[src/rtl/truth_table_sequencer.sv]
// Clocked self-test sequencer: sweeps a combinational expression through every
// input vector, captures its truth table and scores it against an expected table.
module truth_table_sequencer #(
    parameter int unsigned N_IN   = 3,
    parameter int unsigned SETTLE = 1
) (
    input  logic                 clk,
    input  logic                 reset,
    input  logic                 start_i,
    input  logic [(1<<N_IN)-1:0] expected_i,
    input  logic                 s_in_i,
    output logic [N_IN-1:0]      x_out_o,
    output logic                 busy_o,
    output logic                 done_o,
    output logic [(1<<N_IN)-1:0] table_o,
    output logic [N_IN:0]        mismatch_count_o,
    output logic                 pass_o
);

    localparam int unsigned NV = 1 << N_IN;

    localparam logic [1:0] ST_IDLE   = 2'd0;
    localparam logic [1:0] ST_SETTLE = 2'd1;
    localparam logic [1:0] ST_SAMPLE = 2'd2;

    localparam logic [3:0]      WAIT_INIT = (SETTLE > 0) ? 4'(SETTLE - 1) : 4'd0;
    localparam logic [1:0]      ST_VEC    = (SETTLE > 0) ? ST_SETTLE : ST_SAMPLE;
    localparam logic [N_IN-1:0] LAST_IDX  = '1;

    logic [1:0]      state_q, state_d;
    logic [N_IN-1:0] idx_q, idx_d;
    logic [3:0]      wait_q, wait_d;
    logic [NV-1:0]   exp_q, exp_d;
    logic [N_IN-1:0] x_q, x_d;
    logic            busy_q, busy_d;
    logic            done_q, done_d;
    logic [NV-1:0]   table_q, table_d;
    logic [N_IN:0]   cnt_q, cnt_d;
    logic            pass_q, pass_d;

    logic            miss;
    logic [N_IN:0]   cnt_inc;

    assign miss    = s_in_i ^ exp_q[idx_q];
    assign cnt_inc = cnt_q + (N_IN+1)'(miss);

    always_comb begin
        state_d = state_q;
        idx_d   = idx_q;
        wait_d  = wait_q;
        exp_d   = exp_q;
        x_d     = x_q;
        busy_d  = busy_q;
        done_d  = 1'b0;
        table_d = table_q;
        cnt_d   = cnt_q;
        pass_d  = pass_q;

        case (state_q)
            ST_IDLE: begin
                if (start_i) begin
                    exp_d   = expected_i;
                    idx_d   = '0;
                    x_d     = '0;
                    table_d = '0;
                    cnt_d   = '0;
                    pass_d  = 1'b0;
                    busy_d  = 1'b1;
                    wait_d  = WAIT_INIT;
                    state_d = ST_VEC;
                end
            end
            ST_SETTLE: begin
                if (wait_q == 4'd0) begin
                    state_d = ST_SAMPLE;
                end else begin
                    wait_d = wait_q - 4'd1;
                end
            end
            ST_SAMPLE: begin
                table_d[idx_q] = s_in_i;
                cnt_d          = cnt_inc;
                if (idx_q == LAST_IDX) begin
                    busy_d  = 1'b0;
                    done_d  = 1'b1;
                    pass_d  = (cnt_inc == '0);
                    state_d = ST_IDLE;
                end else begin
                    idx_d   = idx_q + 1'b1;
                    x_d     = idx_q + 1'b1;
                    wait_d  = WAIT_INIT;
                    state_d = ST_VEC;
                end
            end
            default: begin
                state_d = ST_IDLE;
            end
        endcase
    end

    always_ff @(posedge clk or posedge reset) begin
        if (reset) begin
            state_q <= ST_IDLE;
            idx_q   <= '0;
            wait_q  <= '0;
            exp_q   <= '0;
            x_q     <= '0;
            busy_q  <= 1'b0;
            done_q  <= 1'b0;
            table_q <= '0;
            cnt_q   <= '0;
            pass_q  <= 1'b0;
        end else begin
            state_q <= state_d;
            idx_q   <= idx_d;
            wait_q  <= wait_d;
            exp_q   <= exp_d;
            x_q     <= x_d;
            busy_q  <= busy_d;
            done_q  <= done_d;
            table_q <= table_d;
            cnt_q   <= cnt_d;
            pass_q  <= pass_d;
        end
    end

    assign x_out_o          = x_q;
    assign busy_o           = busy_q;
    assign done_o           = done_q;
    assign table_o          = table_q;
    assign mismatch_count_o = cnt_q;
    assign pass_o           = pass_q;

endmodule

[config.mk]
export PLATFORM = sky130hd
export DESIGN_NAME = truth_table_sequencer
export DESIGN_NICKNAME = d
export VERILOG_FILES = /design/src/rtl/truth_table_sequencer.sv
export SDC_FILE = /design/constraint.sdc
export NUM_CORES = 1
export LEC_CHECK = 0
export BUFFER_PORTS_ARGS = -buffer_cell sky130_fd_sc_hd__clkbuf_2
export CORE_MARGIN = 1
export CORE_UTILIZATION = 58
export DETAILED_ROUTE_END_ITERATION = 7
export PLACE_DENSITY = 0.9
export SYNTH_ARGS = -nofsm -noshare
export SYNTH_HDL_FRONTEND = slang
export SYNTH_SLANG_ARGS = --single-unit
[constraint.sdc]
create_clock -name clk -period 5.4 [get_ports clk]
set_input_delay 0.27 -clock clk [delete_from_list [all_inputs] [get_ports clk]]
set_output_delay 0.27 -clock clk [all_outputs]
set_load 0.02 [all_outputs]
==> flow_metrics.tcl <==
set metrics [dict create \
    whs_path_depth 3 \
    post_synth_num_cell_types 41 \
    top_usage_layer "met2" \
    place_congestion 0.949 \
    wl_per_cell_um 15.7 \
    utilization_pct 71.7 \
    pin_count 30 \
    dp_slack_ns 3.00 \
    clock_skew_ns 0.00986 \
    clock_path_buffers 2 \
    relSlewSlack_pct 23.0 \
    rows 18 \
    die_y_um 55.0 \
    grt_overflow 0 \
    status "finished clean" \
    r2r_end "mismatch_count_o[2]$_DFFE_PP0P_" \
    clk_latency_ns 0.33 \
    p_per_area_nw_per_um2 483 \
    tightest_slew_ns 1.15 \
    diodes 0 \
    clk_pin_slew_ns 0.10 \
    crit_chain "mux2_2 > a211oi_2 > xnor2_1 > ha_1 > ha_1 > mux2_2 > a22o_2" \
    initial_core_util_pct 63.4 \
    slowest_delay_ns 0.59 \
    dieArea_sq_um 3020 \
    grt_pass1_vias 1192 \
    fin_cells 215 \
    worstRegToRegCells 7 \
    core_area_sq_um 2570 \
    critPathTopFamily "multiplexers" \
    r2r-start "x_out_o[0]$_DFFE_PP0P_" \
    critical_path_cell_count 7 \
    ant_nets 0 \
    use_met3_pct 7.65 \
    cp-startpoint "x_out_o[0]$_DFFE_PP0P_" \
    yosys_register_bits 32 \
    worst_slack_ns 2.96 \
    rsz0062_at_grt "no" \
    setup_violations 0 \
    postRouteWirelength_um 3370 \
    antenna_found_initial 0 \
    total_power_mw 0.888 \
    die_w_um 55.0 \
    crit_arrival_ns 2.67 \
    max_clock_freq_mhz 410 \
    synth_fp_nets 172 \
    synth-main-ff-cell "dfrtp_1" \
    portBuffers 29 \
    grt_max_degree 33 \
    placedInstanceArea_sq_um 1750 \
    postCtsSetupRepairBufs 0 \
    vias 1255 \
    ctsHoldBuffers 0 \
    seq_area_frac_synth_pct 49.2 \
    drive_gt1_share_pct 27.6 \
    critPathLaunchType "flip-flop" \
    first_iter_violations 18 \
    use_met2_pct 47.0 \
    finalInstanceArea_sq_um 1840 \
    ir_drop_mv 0.329 \
    hold_path.class "primary input to flip-flop" \
    cpMaxStageDelayCell "dfrtp_1" \
    rrSetupSlack_ns 2.96 \
    report.final.hold_viol_count 0 \
    grt_util_met1_pct 32.2 \
    finalCritPeriodShare_pct 45.2 \
    synth_edf_count 0 \
    cts.sinks 32 \
    cp_max_fo 10 \
    cts_buffers 5 \
    endpoint "mismatch_count_o[2]$_DFFE_PP0P_" \
    place_inst 207 \
    dpl.hpwl_um 2390 \
    cts_tree "yes" \
    syn2layout_area_growth_pct 13.2 \
    p_leak_nw 0.950 \
    end_kind "flip-flop" \
    worstSetupPathType "flip-flop to flip-flop" \
    htreeDepth 2 \
    cts_resized 0 \
    fin_crit_ns 2.44 \
    grt_pass1_wl_um 5480 \
    syn-cell-area_sq_um 1630 \
    cts_root_buf "clkbuf_4" \
    track_usage_pct 27.0 \
    maxCapViolCount 0 \
    critPathBufInv 0 \
    fin_hold_ws_ns 0.126 \
    vias_per_cell 5.84 \
    postSynthCellCount 155 \
    ys_async_sr_fraction_pct 100 \
    nNetsFinal 201 \
    syn_area_per_cell_sq_um 10.5 \
    slew_violations 0 \
    dr.pass1.iters 4 \
    remaining_drc_errors 0 \
    yosys_warnings 0 \
    worst_ep_required_time_ns 5.63 \
    tns_ns 0 \
]
[state kept, by name (all words and copies together) (netlist names)]
name              cells
state_q               2
done_o                1
exp_q                 8
busy_o                1
wait_q                4
table_o               8
mismatch_count_o      4
pass_o                1
x_out_o               3
[layout by cell type (no fill, tap or decap), drive strengths merged, types with 4 or more instances in the layout]
cell type and count:
o21ai 5, o211ai 6, clkbuf 36, inv 8
nand3 7, ha 5, a22o 4, o31ai 6
nand2 32, mux2i 4, dfrtp 32, nand2b 4
nor2 6, xor2 4
[cells in the mapped netlist (2+ instances only)]
cell type	count	area share [%]
dfrtp_1	32	49
nand2_1	31	7.2
inv_1	8	1.8
nand3_1	7	2.2
nor2_1	6	1.4
o31ai_1	6	2.8
ha_1	5	3.8
o211ai_1	5	2.3
mux2i_1	4	2.5
o21ai_0	4	1.2
xor2_1	4	2.2
buf_2	3	0.92
buf_6	3	2.1
mux2_2	3	2.1
nand2b_1	3	1.2
nor3_1	3	0.92
a21o_1	2	0.92
a22o_1	2	1.1
a22o_2	2	1.2
[per-layer routing]
layer | part of all wire [%] | wire length, um | up-vias
met5 | 0 | 0 | -
met4 | 1.7 | 56 | 0
met3 | 4.4 | 149 | 8
met2 | 53 | 1770 | 38
met1 | 41 | 1390 | 612
li1 | - | - | 597
[tightest hold or removal path: stages]
cell      delay (ns)
clkbuf_2        0.07
nand2_1         0.04
nand2_1         0.05
[kinds of logic (layout without fill, tap and decap cells)]
logic type | Yosys count | count (layout) | share of synthesized area (%)
buffers and inverters | 15 | 45 | 5.77
multiplexers | 7 | 7 | 4.54
adder cells (fa/ha/maj) | 5 | 5 | 3.85
AND/OR/NAND/NOR | 60 | 60 | 18.3
flip-flops | 32 | 32 | 49.2
AO/OA/AOI/OAI | 31 | 31 | 15.6
XOR/XNOR | 5 | 5 | 2.69
[power by group]
group          switching, mW  total (mW)  internal, mW
logic                  0.187       0.311         0.124
clock network         0.0836       0.206         0.123
registers             0.0735       0.370         0.297
total                  0.344       0.888         0.544
[area by class of cell]
| cell class | instances | area (sq um) |
|---|---|---|
| fill | 196 | 727 |
| multi-input combinational | 108 | 732 |
| tap | 30 | 37.5 |
| sequential | 32 | 801 |
| clock buffer | 7 | 65.1 |
| clock inverter | 1 | 30.0 |
| inverter | 8 | 30.0 |
| timing repair buffer | 29 | 145 |
[worst min path at each step]
stage                                end  slack [ns]                 start
finish              exp_q[3]$_DFFE_PP0P_        0.13         expected_i[3]
global route        exp_q[2]$_DFFE_PP0P_        0.11         expected_i[2]
CTS                 exp_q[3]$_DFFE_PP0P_        0.12         expected_i[3]
detailed placement  exp_q[7]$_DFFE_PP0P_        0.46  exp_q[7]$_DFFE_PP0P_
global placement    exp_q[3]$_DFFE_PP0P_        0.46         expected_i[3]
floorplan           exp_q[0]$_DFFE_PP0P_        0.38         expected_i[0]
Power figures use the tool's default switching activity.
